===== src/rtl/cnn_pkg.sv =====
// Shared constants and types for the CNN datapath blocks.
//   P1_W      pooled map width/height after pooling-1
//   C2_K      conv-2 kernel size
//   C2_OUT_W  conv-2 output width/height (P1_W - C2_K + 1)
//   P1_BASE   address of pixel (0,0) inside the P1 memory
//   rd_state_t  state encoding of the P1 read-window addresser
package cnn_pkg;

  localparam int P1_W     = 12;
  localparam int C2_K     = 5;
  localparam int C2_OUT_W = P1_W - C2_K + 1;
  localparam int P1_BASE  = 0;

  typedef enum logic [1:0] {
    IDLE  = 2'd0,
    ISSUE = 2'd1,
    DRAIN = 2'd2,
    DONE  = 2'd3
  } rd_state_t;

endpackage


===== src/rtl/pix_tag_fifo.sv =====
// Small synchronous first-word-fall-through FIFO holding pixel + tag words.
// Ports:
//   clk, reset_n     clock, asynchronous active-low reset (pointers/count only)
//   push, wdata      write strobe and word; ignored when full
//   pop              read strobe; ignored when empty
//   rd_data          head word (valid while !empty)
//   full, empty      occupancy flags
//   count            number of stored words
module pix_tag_fifo #(
  parameter int W  = 15,
  parameter int D  = 2,
  parameter int CW = $clog2(D + 1)
) (
  input  logic          clk,
  input  logic          reset_n,
  input  logic          push,
  input  logic [W-1:0]  wdata,
  input  logic          pop,
  output logic [W-1:0]  rd_data,
  output logic          full,
  output logic          empty,
  output logic [CW-1:0] count
);

  localparam int PW = (D > 1) ? $clog2(D) : 1;

  logic [W-1:0]  mem [D];
  logic [PW-1:0] wr_ptr_reg;
  logic [PW-1:0] rd_ptr_reg;
  logic [CW-1:0] count_reg;
  logic          do_push;
  logic          do_pop;

  assign full    = (count_reg == CW'(D));
  assign empty   = (count_reg == '0);
  assign count   = count_reg;
  assign do_push = push && !full;
  assign do_pop  = pop && !empty;
  assign rd_data = mem[rd_ptr_reg];

  // Storage carries no reset; only the bookkeeping does.
  always_ff @(posedge clk) begin
    if (do_push) mem[wr_ptr_reg] <= wdata;
  end

  always_ff @(posedge clk or negedge reset_n) begin
    if (!reset_n) begin
      wr_ptr_reg <= '0;
      rd_ptr_reg <= '0;
      count_reg  <= '0;
    end else begin
      if (do_push) wr_ptr_reg <= (wr_ptr_reg == PW'(D - 1)) ? '0 : wr_ptr_reg + 1'b1;
      if (do_pop)  rd_ptr_reg <= (rd_ptr_reg == PW'(D - 1)) ? '0 : rd_ptr_reg + 1'b1;
      case ({do_push, do_pop})
        2'b10:   count_reg <= count_reg + 1'b1;
        2'b01:   count_reg <= count_reg - 1'b1;
        default: count_reg <= count_reg;
      endcase
    end
  end

endmodule


===== src/rtl/p1_mem_read_window.sv =====
// Read-side addresser for the pooling-1 output memory. Streams every 5x5
// window of the 12x12 pooled map, in raster order, to the conv-2 MAC.
// Ports:
//   clk, reset_n    clock, asynchronous active-low reset
//   start           pulse; begins a pass from IDLE or DONE
//   rd_en, addr     memory read strobe and address
//   rdata           memory data, valid RD_LAT cycles after rd_en
//   pix_out/valid   window pixel stream, accepted on pix_valid && pix_ready
//   pix_ready       MAC backpressure
//   win_last        beat is the last tap (ky=K-1,kx=K-1) of its window
//   out_row/col     window position (oy, ox) of the beat
//   busy, done      pass in progress / pass complete (sticky until start)
module p1_mem_read_window
  import cnn_pkg::*;
#(
  parameter int IMG_W  = P1_W,
  parameter int K      = C2_K,
  parameter int DATA_W = 8,
  parameter int ADDR_W = 8,
  parameter int BASE   = P1_BASE,
  parameter int RD_LAT = 1,
  parameter int FIFO_D = 2
) (
  input  logic              clk,
  input  logic              reset_n,
  input  logic              start,
  output logic              rd_en,
  output logic [ADDR_W-1:0] addr,
  input  logic [DATA_W-1:0] rdata,
  output logic [DATA_W-1:0] pix_out,
  output logic              pix_valid,
  input  logic              pix_ready,
  output logic              win_last,
  output logic [2:0]        out_row,
  output logic [2:0]        out_col,
  output logic              busy,
  output logic              done
);

  localparam int OUT_W = IMG_W - K + 1;
  localparam int TW    = 7;
  localparam int FW    = DATA_W + TW;
  localparam int CW    = $clog2(FIFO_D + 1);
  localparam int IW    = $clog2(RD_LAT + 1);
  localparam int SW    = $clog2(FIFO_D + RD_LAT + 1) + 1;

  rd_state_t         state_reg;
  logic [2:0]        oy_reg, ox_reg, ky_reg, kx_reg;
  logic [ADDR_W-1:0] win_base_reg;   // BASE + oy*IMG_W
  logic [ADDR_W-1:0] row_base_reg;   // BASE + (oy+ky)*IMG_W
  logic              vld_reg [RD_LAT];
  logic [TW-1:0]     tag_reg [RD_LAT];

  logic [IW-1:0]     in_flight;
  logic [CW-1:0]     fifo_count;
  logic              fifo_full, fifo_empty;
  logic [FW-1:0]     fifo_head;
  logic              credit_ok, last_issue, pop, drain_done, tap_last;
  logic [TW-1:0]     issue_tag;

  always_comb begin
    in_flight = '0;
    for (int i = 0; i < RD_LAT; i++) in_flight = in_flight + IW'(vld_reg[i]);
  end

  // A read is only issued when its data is guaranteed a FIFO slot on return.
  assign credit_ok  = !fifo_full && ((SW'(fifo_count) + SW'(in_flight)) < SW'(FIFO_D));
  assign rd_en      = (state_reg == ISSUE) && credit_ok;
  assign addr       = row_base_reg + ADDR_W'(ox_reg) + ADDR_W'(kx_reg);
  assign tap_last   = (ky_reg == 3'(K - 1)) && (kx_reg == 3'(K - 1));
  assign issue_tag  = {tap_last, oy_reg, ox_reg};
  assign last_issue = rd_en && tap_last && (oy_reg == 3'(OUT_W - 1)) && (ox_reg == 3'(OUT_W - 1));

  assign pix_valid  = !fifo_empty;
  assign pop        = pix_valid && pix_ready;
  // Completes on the cycle of the last pop, so done rises right after it.
  assign drain_done = (in_flight == '0) &&
                      ((fifo_count == '0) || ((fifo_count == CW'(1)) && pop));

  assign pix_out  = pix_valid ? fifo_head[FW-1:TW] : '0;
  assign win_last = pix_valid && fifo_head[6];
  assign out_row  = pix_valid ? fifo_head[5:3] : '0;
  assign out_col  = pix_valid ? fifo_head[2:0] : '0;
  assign busy     = (state_reg == ISSUE) || (state_reg == DRAIN);
  assign done     = (state_reg == DONE);

  // FSM, counter nest and row-base accumulator.
  always_ff @(posedge clk or negedge reset_n) begin
    if (!reset_n) begin
      state_reg    <= IDLE;
      oy_reg       <= '0;
      ox_reg       <= '0;
      ky_reg       <= '0;
      kx_reg       <= '0;
      win_base_reg <= ADDR_W'(BASE);
      row_base_reg <= ADDR_W'(BASE);
    end else begin
      case (state_reg)
        IDLE, DONE: if (start) state_reg <= ISSUE;
        ISSUE:      if (last_issue) state_reg <= DRAIN;
        DRAIN:      if (drain_done) state_reg <= DONE;
        default:    state_reg <= IDLE;
      endcase

      if (rd_en) begin
        if (kx_reg != 3'(K - 1)) begin
          kx_reg <= kx_reg + 1'b1;
        end else begin
          kx_reg <= '0;
          if (ky_reg != 3'(K - 1)) begin
            ky_reg       <= ky_reg + 1'b1;
            row_base_reg <= row_base_reg + ADDR_W'(IMG_W);
          end else begin
            ky_reg <= '0;
            if (ox_reg != 3'(OUT_W - 1)) begin
              ox_reg       <= ox_reg + 1'b1;
              row_base_reg <= win_base_reg;
            end else begin
              ox_reg <= '0;
              if (oy_reg != 3'(OUT_W - 1)) begin
                oy_reg       <= oy_reg + 1'b1;
                win_base_reg <= win_base_reg + ADDR_W'(IMG_W);
                row_base_reg <= win_base_reg + ADDR_W'(IMG_W);
              end else begin
                // Pass finished: rewind so the next pass starts at pixel (0,0).
                oy_reg       <= '0;
                win_base_reg <= ADDR_W'(BASE);
                row_base_reg <= ADDR_W'(BASE);
              end
            end
          end
        end
      end
    end
  end

  // Tag delay line: the tag arrives at the FIFO together with its rdata.
  always_ff @(posedge clk or negedge reset_n) begin
    if (!reset_n) begin
      for (int i = 0; i < RD_LAT; i++) begin
        vld_reg[i] <= 1'b0;
        tag_reg[i] <= '0;
      end
    end else begin
      vld_reg[0] <= rd_en;
      tag_reg[0] <= issue_tag;
      for (int i = 1; i < RD_LAT; i++) begin
        vld_reg[i] <= vld_reg[i-1];
        tag_reg[i] <= tag_reg[i-1];
      end
    end
  end

  pix_tag_fifo #(
    .W  (FW),
    .D  (FIFO_D),
    .CW (CW)
  ) u_fifo (
    .clk     (clk),
    .reset_n (reset_n),
    .push    (vld_reg[RD_LAT-1]),
    .wdata   ({rdata, tag_reg[RD_LAT-1]}),
    .pop     (pop),
    .rd_data (fifo_head),
    .full    (fifo_full),
    .empty   (fifo_empty),
    .count   (fifo_count)
  );

endmodule

===== config.mk =====
export PLATFORM = sky130hd
export DESIGN_NAME = p1_mem_read_window
export DESIGN_NICKNAME = d
export VERILOG_FILES = /design/src/rtl/cnn_pkg.sv /design/src/rtl/pix_tag_fifo.sv /design/src/rtl/p1_mem_read_window.sv
export SDC_FILE = /design/constraint.sdc
export NUM_CORES = 1
export LEC_CHECK = 0
export CORE_UTILIZATION = 45
export DETAILED_ROUTE_END_ITERATION = 8
export GPL_TIMING_DRIVEN = 0
export PLACE_DENSITY = 0.64
export SLEW_MARGIN = 20
export SYNTH_ARGS = -nofsm -noshare
export SYNTH_HDL_FRONTEND = slang
export SYNTH_SLANG_ARGS = --single-unit

===== constraint.sdc =====
create_clock -name clk -period 3.8 [get_ports clk]
set_input_delay 0.76 -clock clk [delete_from_list [all_inputs] [get_ports clk]]
set_output_delay 0.76 -clock clk [all_outputs]
set_load 0.02 [all_outputs]

==> reports/qor.txt, run 1 <==
==================================================================================
WP data required                                                           3.04 ns
Count of final max-slew check failures                                           0
Longest Clk Path Bufs                                                            2
Synthesized netlist net count                                                  320
Floorplan die width                                                        89.3 µm
Core region area                                                       0.00729 mm²
Aggregate global-route resource usage                                        0.168
Cell type contributing the most total cell area after synthesis            dfrtp_1
Clk pin slew, worst setup/hold paths                                       0.08 ns
Clock insertion delay at the later pin of the skew report                  0.35 ns
Initial DRC count                                                               52
Number of remaining DRC errors                                                   0
Async SR Flop Fraction                                                       0.583
Net switching power figure                                                 1030 µW
R2r startpoint                                                        u_fifo.count[0]
Antenna violations before repair                                                 0
Cell breakdown of the critical path                                   fa_1 -> ha_1 -> inv_1 -> fa_1 -> nor2b_1 -> o2111ai_1 -> xnor2_1 -> dlygate4sd2_1
Clock root buffer                                                         clkbuf_8
Capturing element type of the critical path                             output pin
Row Count                                                                       31
Class of the tightest hold or removal check                               in2async
Number of enable-type register cells in the synthesized netlist                 30
Most frequent CP cell                                                         fa_1
Endpoints failing hold                                                           0
Run status                                                            finished clean
Effective utilization at floorplan                                           0.470
Most frequent cell after synthesis                                         dfrtp_1
Critical path type                                                         reg2out
Min Tclk post-route                                                        3.61 ns
Power Density                                                           663 mW/mm²
Highest cell delay on the worst timing path                                0.56 ns
Port bufs                                                                       38
Die Area                                                               0.00797 mm²
Cell family contributing the most delay on the critical path           adder cells
First-pass detailed-route iteration total                                        4
Xor and xnor fraction of the mapped netlist area                            0.0383
Fmax achieved                                                              277 MHz
Mapped Avg Cell Area                                                      12.1 µm²
Number of vias after detailed routing                                         2224
Layout Area Growth over Synthesis                                            20.4%
Number of standard cells after synthesis                                       283
RSZ-0062 raised after global routing                                            no
CTS Buf Count                                                                    9
Via count of the first global-routing pass                                    2116
Detailed-route wire length                                                 6.14 mm
Fraction of power consumed by combinational cells                            0.427
Lkg Pwr                                                                 0.00182 µW
Launching element type of the critical path                              flip-flop
Internal power                                                             1700 µW
Count of antenna diodes in the layout                                            0
Cell area after layout                                                 0.00413 mm²
Average routed wire per standard cell                                      14.0 µm
Num ports                                                                       39
Synth top cells by count                                              42 x dfrtp_1, 30 x edfxtp_1, 26 x inv_1, 21 x ha_1, 21 x nor2_1
Area occupied by multi-input gates                                     0.00134 mm²
Number of fill cells                                                           635
Share of synthesized area spent on multiplexers                             0.0595
Share of the clock period used by the worst path after layout                0.950
Endpoint of the lowest-slack register-to-register path                win_base_reg[4]
Worst-path maximum fanout                                                        4
Seq cells post-synth                                                            72
Share of final-layout standard cells stronger than drive strength 1         0.0769
Number of max-capacitance violations reported                                    0
Synth warn                                                                       0
Switching share of power                                                     0.378
Number of antenna-violating nets in the routed design                            0
Combinational family with the most area after synthesis               simple AND/OR/NAND/NOR gates
R2r worst-path depth                                                             7
Grt ovf                                                                          0
Die Height                                                                 89.3 µm
Number of setup buffers added after CTS                                          0
Number of sinks handled by clock tree synthesis                                 72
Synthesized-area fraction occupied by ao, oa, aoi and oai cells             0.0887
Worst vdd ir                                                            0.000224 V
Area of placed instances                                               0.00396 mm²
Sum of negative setup slack                                                   0 ns
DPL Wire Length                                                            4.34 mm
Primary FF master, synth                                                   dfrtp_1
Highest-delay cell along the critical path                                    fa_1
Total standard cell area after synthesis                               0.00343 mm²
CTS tree                                                                     built
Rel. slew slack                                                              0.471
Area fraction of the dominant cell type after synthesis                      0.307
Number of levels in the clock H-tree                                             3
Clock share of power                                                         0.197
Global placer's final weighted congestion                                    0.775
Main area contributors after synthesis                                dfrtp_1 31%, edfxtp_1 26%, ha_1 7.7%
Wire length of the first global-routing pass                               9.79 mm
Sequential cell fraction of total power                                      0.377
Adder-cell share of the synthesized area                                     0.100
Number of library cell types mapped by synthesis                                42
Transition at the pin with the smallest max-transition slack              0.793 ns
Worst Clk Skew                                                          0.00936 ns
Setup violations, final                                                          0
Reg-to-reg slack, setup                                                    1.44 ns
Max FFs per register                                                            30
Final nets                                                                     370
Count of hold buffers inserted by post-cts repair                                0
Sequential standard cell area                                          0.00195 mm²
Sequential share of the synthesized area                                     0.569
Post-synthesis simple-gate area fraction                                     0.104
Maximum number of pins on one net before global-route repair                    23
Via density                                                                   5.09
Data arrival, critical path                                                2.85 ns
Buffers & Inverters on Critical Path                                             2
==================================================================================
-- power by group through the flow --
stage               Combinational [µW]  Clock [µW]  Sequential (µW)
global placement                  1160           0             1040
detailed placement                1190           0             1050
CTS                               1190         549             1030
finish                            1170         538             1030
global route                      1300         582             1050
floorplan                          756           0             1030
-- cell type report --
class | instances | area share
multi-input combinational | 175 | 0.325
inverter | 26 | 0.0236
tap | 99 | 0.0300
clock inverter | 7 | 0.0115
clock buffer | 9 | 0.0300
timing repair buffer | 39 | 0.0970
buffer | 10 | 0.00970
sequential | 72 | 0.473
-- how the worst max path moves through the flow --
stage          cells past startpoint  slack [ns]       from  endpoint
2_1_floorplan                      7        0.85  ox_reg[1]   addr[7]
3_3_place_gp                       8        0.32  ox_reg[1]   addr[7]
3_5_place_dp                       8        0.29  ox_reg[1]   addr[7]
4_1_cts                            8        0.17  ox_reg[1]   addr[7]
5_1_grt                            7        0.04  kx_reg[2]   addr[6]
6_report                           8        0.19  ox_reg[1]   addr[7]
-- cells by family after synthesis --
logic type	after synthesis
flip-flops	72
AND/OR/NAND/NOR	71
AO/OA/AOI/OAI	44
buffers and inverters	36
adder cells (fa/ha/maj)	25
multiplexers	20
XOR/XNOR	15
-- worst register-to-register path, cell delays in order (launching register included) --
cell and delay, ns:
dfrtp_1 0.45, inv_1 0.09, ha_1 0.25, a211oi_4 0.45, nand3_1 0.26, clkbuf_1 0.30
nor3_1 0.37, a21oi_1 0.07
-- timing repair --
action / 4_1_cts / 5_1_grt
gates resized for setup: 2 / 0
setup endpoints to repair: 2 / 0
endpoints found under the hold margin: 0 / 0
-- metrics by stage --
step                cells  worst slack [ns]  utilization  hold WS [ns]  total power (µW)
floorplan             283             0.848            -         0.375              1780
global placement      420             0.316        0.539         0.388              2200
detailed placement    421             0.294        0.543         0.396              2240
CTS                   437             0.169        0.566         0.404              2770
global route          437            0.0363        0.566         0.432              2930
finish                437             0.192        0.566         0.396              2740
-- routing by layer --
layer	routed length, µm	vias to the layer above	part of all wire	GRT usage
met5	0	-	0	0
met4	76	0	0.012	0.0823
met3	196	8	0.032	0.0314
met2	2900	37	0.47	0.274
met1	2970	1089	0.48	0.216
li1	-	1090	-	-
-- layout by cell type (no fill, tap or decap), drive strengths merged, types with 5 or more instances in the layout --
cell type / count
o21ai: 13
buf: 5
clkdlybuf4s50: 35
clkbuf: 16
edfxtp: 30
dfrtp: 42
nor2b: 5
and2: 5
nor2: 21
a21oi: 7
xnor2: 8
ha: 21
nand3: 8
nand2: 14
mux2i: 17
inv: 27
xor2: 7
(Power assumes the default switching activity.)
==> inputs of run 2 (changes only) <==
--- a/config.mk
+++ b/config.mk
@@ -5,10 +5,12 @@
 export SDC_FILE = /design/constraint.sdc
 export NUM_CORES = 1
 export LEC_CHECK = 0
+export CORE_MARGIN = 1
 export CORE_UTILIZATION = 45
 export DETAILED_ROUTE_END_ITERATION = 8
 export GPL_TIMING_DRIVEN = 0
 export PLACE_DENSITY = 0.64
+export SETUP_SLACK_MARGIN = 0.2
 export SLEW_MARGIN = 20
 export SYNTH_ARGS = -nofsm -noshare
 export SYNTH_HDL_FRONTEND = slang
==> run 2 against run 1 <==
Compared with the run above: first-iteration DRC count decreased by 3.8%; clock skew about the same; worst hold slack improved by 0.0013 ns; combinational power about the same; critical endpoint unchanged; largest power group unchanged.
==> reports/qor.txt, run 2 (synthesized netlist as in run 1, its figures left out) <==
==================================================================================
Run status                                                            finished clean   unchanged
Class of the tightest hold or removal check                               in2async   unchanged
Antenna violations before repair                                                 0   unchanged
Port bufs                                                                       38   unchanged
Worst-path maximum fanout                                                        4   unchanged
DPL Wire Length                                                            4.34 mm   unchanged
Detailed-route wire length                                                 6.15 mm   was 6.14 mm
Final nets                                                                     370   unchanged
Critical path type                                                         reg2out   unchanged
Max FFs per register                                                            30   unchanged
Total routed wire length on the met1 layer                                 2.97 mm   about the same
Commonest non-fill, non-tap cell in the layout                             dfrtp_1   unchanged
Initial DRC count                                                               50   was 52
Area of placed instances                                               0.00396 mm²   unchanged
Num ports                                                                       39   unchanged
Number of max-capacitance violations reported                                    0   unchanged
Maximum number of pins on one net before global-route repair                    23   unchanged
Clock insertion delay at the later pin of the skew report                  0.35 ns   about the same
Floorplan die width                                                        89.3 µm   unchanged
Launching element type of the critical path                              flip-flop   unchanged
Data arrival, critical path                                                2.69 ns   was 2.85 ns
Routed length on met2                                                      2.92 mm   was 2.90 mm
Routed met3 length                                                          194 µm   was 196 µm
Row Count                                                                       31   unchanged
Rel. slew slack                                                              0.471   about the same
Endpoint of the lowest-slack register-to-register path                win_base_reg[4]   unchanged
Via density                                                                   5.10   was 5.09
Global placer's final weighted congestion                                    0.775   unchanged
Lkg Pwr                                                                 0.00185 µW   was 0.00182 µW
Post-route worst hold slack                                               0.397 ns   was 0.396 ns
CTS tree                                                                     built   unchanged
Number of sinks handled by clock tree synthesis                                 72   unchanged
Fmax achieved                                                              290 MHz   was 277 MHz
Count of final max-slew check failures                                           0   unchanged
Setup violations, final                                                          0   unchanged
CTS Buf Count                                                                    9   unchanged
Capturing element type of the critical path                             output pin   unchanged
Number of antenna-violating nets in the routed design                            0   unchanged
Reg-to-reg slack, setup                                                    1.44 ns   about the same
Worst vdd ir                                                            0.000224 V   about the same
Area occupied by multi-input gates                                     0.00134 mm²   unchanged
RSZ-0062 raised after global routing                                            no   unchanged
Effective utilization at floorplan                                           0.470   unchanged
Aggregate global-route resource usage                                        0.168   unchanged
Longest Clk Path Bufs                                                            2   unchanged
Sequential standard cell area                                          0.00195 mm²   unchanged
Die Area                                                               0.00797 mm²   unchanged
Endpoints failing hold                                                           0   unchanged
Number of vias after detailed routing                                         2230   was 2224
Share of the clock period used by the worst path after layout                0.908   was 0.950
Count of antenna diodes in the layout                                            0   unchanged
Clock root buffer                                                         clkbuf_8   unchanged
Worst Clk Skew                                                          0.00937 ns   was 0.00936 ns
First-pass detailed-route iteration total                                        4   unchanged
Share of final-layout standard cells stronger than drive strength 1         0.0828   was 0.0769
Number of levels in the clock H-tree                                             3   unchanged
Min Tclk post-route                                                        3.45 ns   was 3.61 ns
Number of remaining DRC errors                                                   0   unchanged
Average routed wire per standard cell                                      14.1 µm   was 14.0 µm
R2r worst-path depth                                                             7   unchanged
Sum of negative setup slack                                                   0 ns   unchanged
Most frequent cells in the layout                                     42 x dfrtp_1, 32 x clkdlybuf4s50_1, 30 x edfxtp_1   was 42 x dfrtp_1, 35 x clkdlybuf4s50_1, 30 x edfxtp_1
Layout Area Growth over Synthesis                                            20.3%   was 20.4%
Clk pin slew, worst setup/hold paths                                       0.08 ns   about the same
Power Density                                                           663 mW/mm²   about the same
WP data required                                                           3.04 ns   about the same
Core region area                                                       0.00729 mm²   unchanged
Transition at the pin with the smallest max-transition slack              0.793 ns   about the same
Via count of the first global-routing pass                                    2116   unchanged
Number of fill cells                                                           638   was 635
Cell area after layout                                                 0.00413 mm²   about the same
Die Height                                                                 89.3 µm   unchanged
Wire length of the first global-routing pass                               9.79 mm   unchanged
R2r startpoint                                                        u_fifo.count[0]   unchanged
Grt ovf                                                                          0   unchanged
Topmost layer with routed signal wires                                        met4   unchanged
==================================================================================
-- run 2: cell types whose count changed in the layout (fill, tap and decap cells not counted), sizes merged --
cell | previous run | this run
clkdlybuf4s50 | 35 | 32
clkbuf | 16 | 18
dlymetal6s2s | 0 | 2
dlygate4sd2 | 2 | 1
-- run 2: metal layers --
metal  track usage  vias up
met5             0        -
li1              -     1090
met2         0.274       37
met4        0.0823        0
met1         0.216     1095
met3        0.0314        8
-- run 2: layout make-up --
class                   instances  area share
flip-flops and latches         72       0.473
repair buffers                 39      0.0961
well taps                      99      0.0300
plain buffers                  10     0.00971
inverters                      26      0.0237
multi-input cells             175       0.326
clock buffers                   9      0.0300
clock inverters                 7      0.0115
-- run 2: worst max path at each step --
stage                    to  startpoint  depth (start not counted)
CTS                 addr[7]   ox_reg[1]                          8
finish              addr[7]   ox_reg[1]                          8
global route        addr[7]   ox_reg[1]                          8
global placement    addr[7]   ox_reg[1]                          8
floorplan           addr[7]   ox_reg[1]                          7
detailed placement  addr[7]   ox_reg[1]                          8
-- run 2: report_power, final --
group	internal, µW	switching (µW)	total, µW	leakage, µW
registers	944	86.4	1030	0.000840
clock network	236	302	538	0.0000854
logic	518	647	1170	0.000923
-- run 2: metrics by stage --
stage          power (µW)  setup slack [ns]  utilization  cells
6_report             2730             0.351        0.566    437
5_1_grt              2930             0.208        0.566    437
4_1_cts              2770             0.169        0.566    437
3_5_place_dp         2240             0.294        0.543    421
3_3_place_gp         2200             0.316        0.539    420
2_1_floorplan        1780             0.848            -    283
-- run 2: what timing repair did --
action / in CTS / in global routing
buffers inserted: 0 / 0
gates cloned: 0 / 0
resized for setup: 3 / 7
hold endpoints to repair: 0 / 0
setup endpoints to repair: 3 / 4
hold buffers: 0 / 0
-- run 2: worst max-delay path, stage by stage, from the launching register on --
cell and delay, ns:
dfrtp_1 0.45, fa_1 0.56, ha_1 0.18, inv_1 0.06, fa_1 0.40, nor2b_1 0.17, o2111ai_1 0.15, xnor2_1 0.18
clkbuf_2 0.19
==> inputs of run 3 (changes only) <==
--- a/config.mk
+++ b/config.mk
@@ -10,8 +10,9 @@
 export DETAILED_ROUTE_END_ITERATION = 8
 export GPL_TIMING_DRIVEN = 0
 export PLACE_DENSITY = 0.64
+export REMOVE_ABC_BUFFERS = 1
 export SETUP_SLACK_MARGIN = 0.2
-export SLEW_MARGIN = 20
+export SLEW_MARGIN = 5
 export SYNTH_ARGS = -nofsm -noshare
 export SYNTH_HDL_FRONTEND = slang
 export SYNTH_SLANG_ARGS = --single-unit
==> run 3 against run 2 <==
Compared with the run above: sequential cell count stayed put; setup slack better by 0.0079 ns; worst hold slack got worse by 0.080 ns; combinational power shrank 6%; count of clock-buffer cells in the layout grew 2; clock skew fell by 0.0046 ns; clock power up 10%; fmax grew 0.23%; core utilization down 0.31 points; largest power group unchanged.
==> reports/qor.txt, run 3 (synthesized netlist as in run 1, its figures left out) <==
==================================================================================
Run status                                                            finished clean   unchanged
Aggregate global-route resource usage                                        0.169   was 0.168
WP data required                                                           3.04 ns   about the same
Layout Area Growth over Synthesis                                            19.7%   was 20.3%
Grt ovf                                                                          0   unchanged
Class of the tightest hold or removal check                               in2async   unchanged
Worst vdd ir                                                            0.000314 V   was 0.000224 V
Number of max-capacitance violations reported                                    0   unchanged
Number of antenna-violating nets in the routed design                            0   unchanged
Number of levels in the clock H-tree                                             3   unchanged
Number of vias after detailed routing                                         2148   was 2230
Share of the clock period used by the worst path after layout                0.905   was 0.908
Internal power                                                             1780 µW   was 1700 µW
CTS tree                                                                     built   unchanged
Net switching power figure                                                  997 µW   was 1040 µW
Count of antenna diodes in the layout                                            0   unchanged
Worst Clk Skew                                                          0.00476 ns   was 0.00937 ns
Global placer's final weighted congestion                                    0.832   was 0.775
Rel. slew slack                                                              0.159   was 0.471
Area of placed instances                                               0.00391 mm²   was 0.00396 mm²
Most frequent cells in the layout                                     42 x dfrtp_1, 32 x clkdlybuf4s50_1, 30 x edfxtp_1   unchanged
DPL Wire Length                                                            4.11 mm   was 4.34 mm
Critical path type                                                         reg2out   unchanged
Share of final-layout standard cells stronger than drive strength 1         0.0701   was 0.0828
Power Density                                                           676 mW/mm²   was 663 mW/mm²
Longest Clk Path Bufs                                                            2   unchanged
Wire length of the first global-routing pass                               9.98 mm   was 9.79 mm
Number of sinks handled by clock tree synthesis                                 72   unchanged
Average routed wire per standard cell                                      13.7 µm   was 14.1 µm
RSZ-0062 raised after global routing                                           yes   was no
Maximum number of pins on one net before global-route repair                    31   was 23
Via density                                                                   5.03   was 5.10
CTS Buf Count                                                                    9   unchanged
Worst-path maximum fanout                                                        4   unchanged
Cell area after layout                                                 0.00410 mm²   was 0.00413 mm²
First-pass detailed-route iteration total                                        4   unchanged
Data arrival, critical path                                                2.68 ns   was 2.69 ns
Effective utilization at floorplan                                           0.470   unchanged
Switching share of power                                                     0.360   was 0.379
Sum of negative setup slack                                                   0 ns   unchanged
Die Height                                                                 89.3 µm   unchanged
Sequential cell fraction of total power                                      0.389   was 0.377
Core region area                                                       0.00729 mm²   unchanged
Clock insertion delay at the later pin of the skew report                  0.33 ns   was 0.35 ns
Clock share of power                                                         0.214   was 0.197
Final nets                                                                     360   was 370
Count of hold buffers inserted by post-cts repair                                0   unchanged
Overall power consumption                                                  2770 µW   was 2730 µW
Lkg Pwr                                                                 0.00186 µW   was 0.00185 µW
Endpoints failing hold                                                           0   unchanged
Detailed-route wire length                                                 5.84 mm   was 6.15 mm
Floorplan die width                                                        89.3 µm   unchanged
Max FFs per register                                                            30   unchanged
Port bufs                                                                       38   unchanged
Min Tclk post-route                                                        3.44 ns   was 3.45 ns
Clock root buffer                                                         clkbuf_8   unchanged
Fraction of power consumed by combinational cells                            0.397   was 0.426
Antenna violations before repair                                                 0   unchanged
Transition at the pin with the smallest max-transition slack               1.26 ns   was 0.793 ns
Via count of the first global-routing pass                                    2054   was 2116
Setup violations, final                                                          0   unchanged
Capturing element type of the critical path                             output pin   unchanged
Launching element type of the critical path                              flip-flop   unchanged
Clk pin slew, worst setup/hold paths                                       0.07 ns   was 0.08 ns
Initial DRC count                                                               82   was 50
Num ports                                                                       39   unchanged
Commonest non-fill, non-tap cell in the layout                             dfrtp_1   unchanged
Fmax achieved                                                              291 MHz   was 290 MHz
Die Area                                                               0.00797 mm²   unchanged
Number of remaining DRC errors                                                   0   unchanged
Reg-to-reg slack, setup                                                    1.25 ns   was 1.44 ns
Row Count                                                                       31   unchanged
Count of final max-slew check failures                                           0   unchanged
==================================================================================
==> run 3: changes by cell type in the layout (fill, tap and decap cells not counted), sizes merged <==
cell	previous run	this run
dlygate4sd2	1	0
clkinv	4	3
clkbuf	18	13
dlymetal6s2s	2	3
clkinvlp	2	1
buf	5	2
inv	27	26
bufinv	0	1
==> run 3: repair_timing <==
item | 4_1_cts | 5_1_grt
setup buffers | 0 | 0
endpoints found under the hold margin | 0 | 0
setup endpoints to repair | 2 | 5
resized for setup | 2 | 8
==> run 3: area by class of cell <==
cell class / count / area, µm²
fill: 662 / 3190
sequential: 72 / 1950
multi-input combinational: 175 / 1340
timing repair buffer: 39 / 393
clock buffer: 11 / 141
tap: 99 / 124
inverter: 26 / 97.6
clock inverter: 5 / 56.3
==> run 3: path summary, 6_finish.rpt <==
kind                            startpoint         endpoint  cells past startpoint
setup / recovery                 ox_reg[1]          addr[2]                      6
hold / removal                     reset_n        kx_reg[1]                      1
setup reg to reg           u_fifo.count[0]  win_base_reg[6]                      6
hold reg to reg                  oy_reg[2]       tag_reg[5]                      0
max in group asynchronous          reset_n       tag_reg[0]                      2
min in group clk                 oy_reg[2]       tag_reg[5]                      0
==> run 3: worst max-delay path: stages, from the launching register on <==
cell             delay (ns)
dfrtp_1                0.44
fa_1                   0.56
ha_1                   0.19
inv_1                  0.06
fa_1                   0.43
inv_1                  0.07
clkdlybuf4s50_1        0.60
==> run 3: through the flow <==
stage	setup slack (ns)	hold slack, ns	util	cells
after floorplan	0.851	0.375	-	273
after global placement	0.317	0.387	0.534	410
after detailed placement	0.317	0.390	0.536	411
after CTS	0.198	0.317	0.563	427
after global routing	0.186	0.334	0.563	427
final	0.359	0.317	0.563	427
==> run 3: layer usage <==
layer | global-route usage | part of all wire
met5 | 0 | 0
met4 | 0.0606 | 0.0077
met3 | 0.0314 | 0.032
met2 | 0.272 | 0.47
met1 | 0.232 | 0.49
==> run 3: power by group through the flow <==
| stage | logic [µW] | registers, µW | clock network [µW] |
|---|---|---|---|
| finish | 1100 | 1080 | 593 |
| global route | 1230 | 1100 | 645 |
| CTS | 1120 | 1080 | 608 |
| detailed placement | 1110 | 1100 | 0 |
| global placement | 1100 | 1090 | 0 |
| floorplan | 705 | 1060 | 0 |
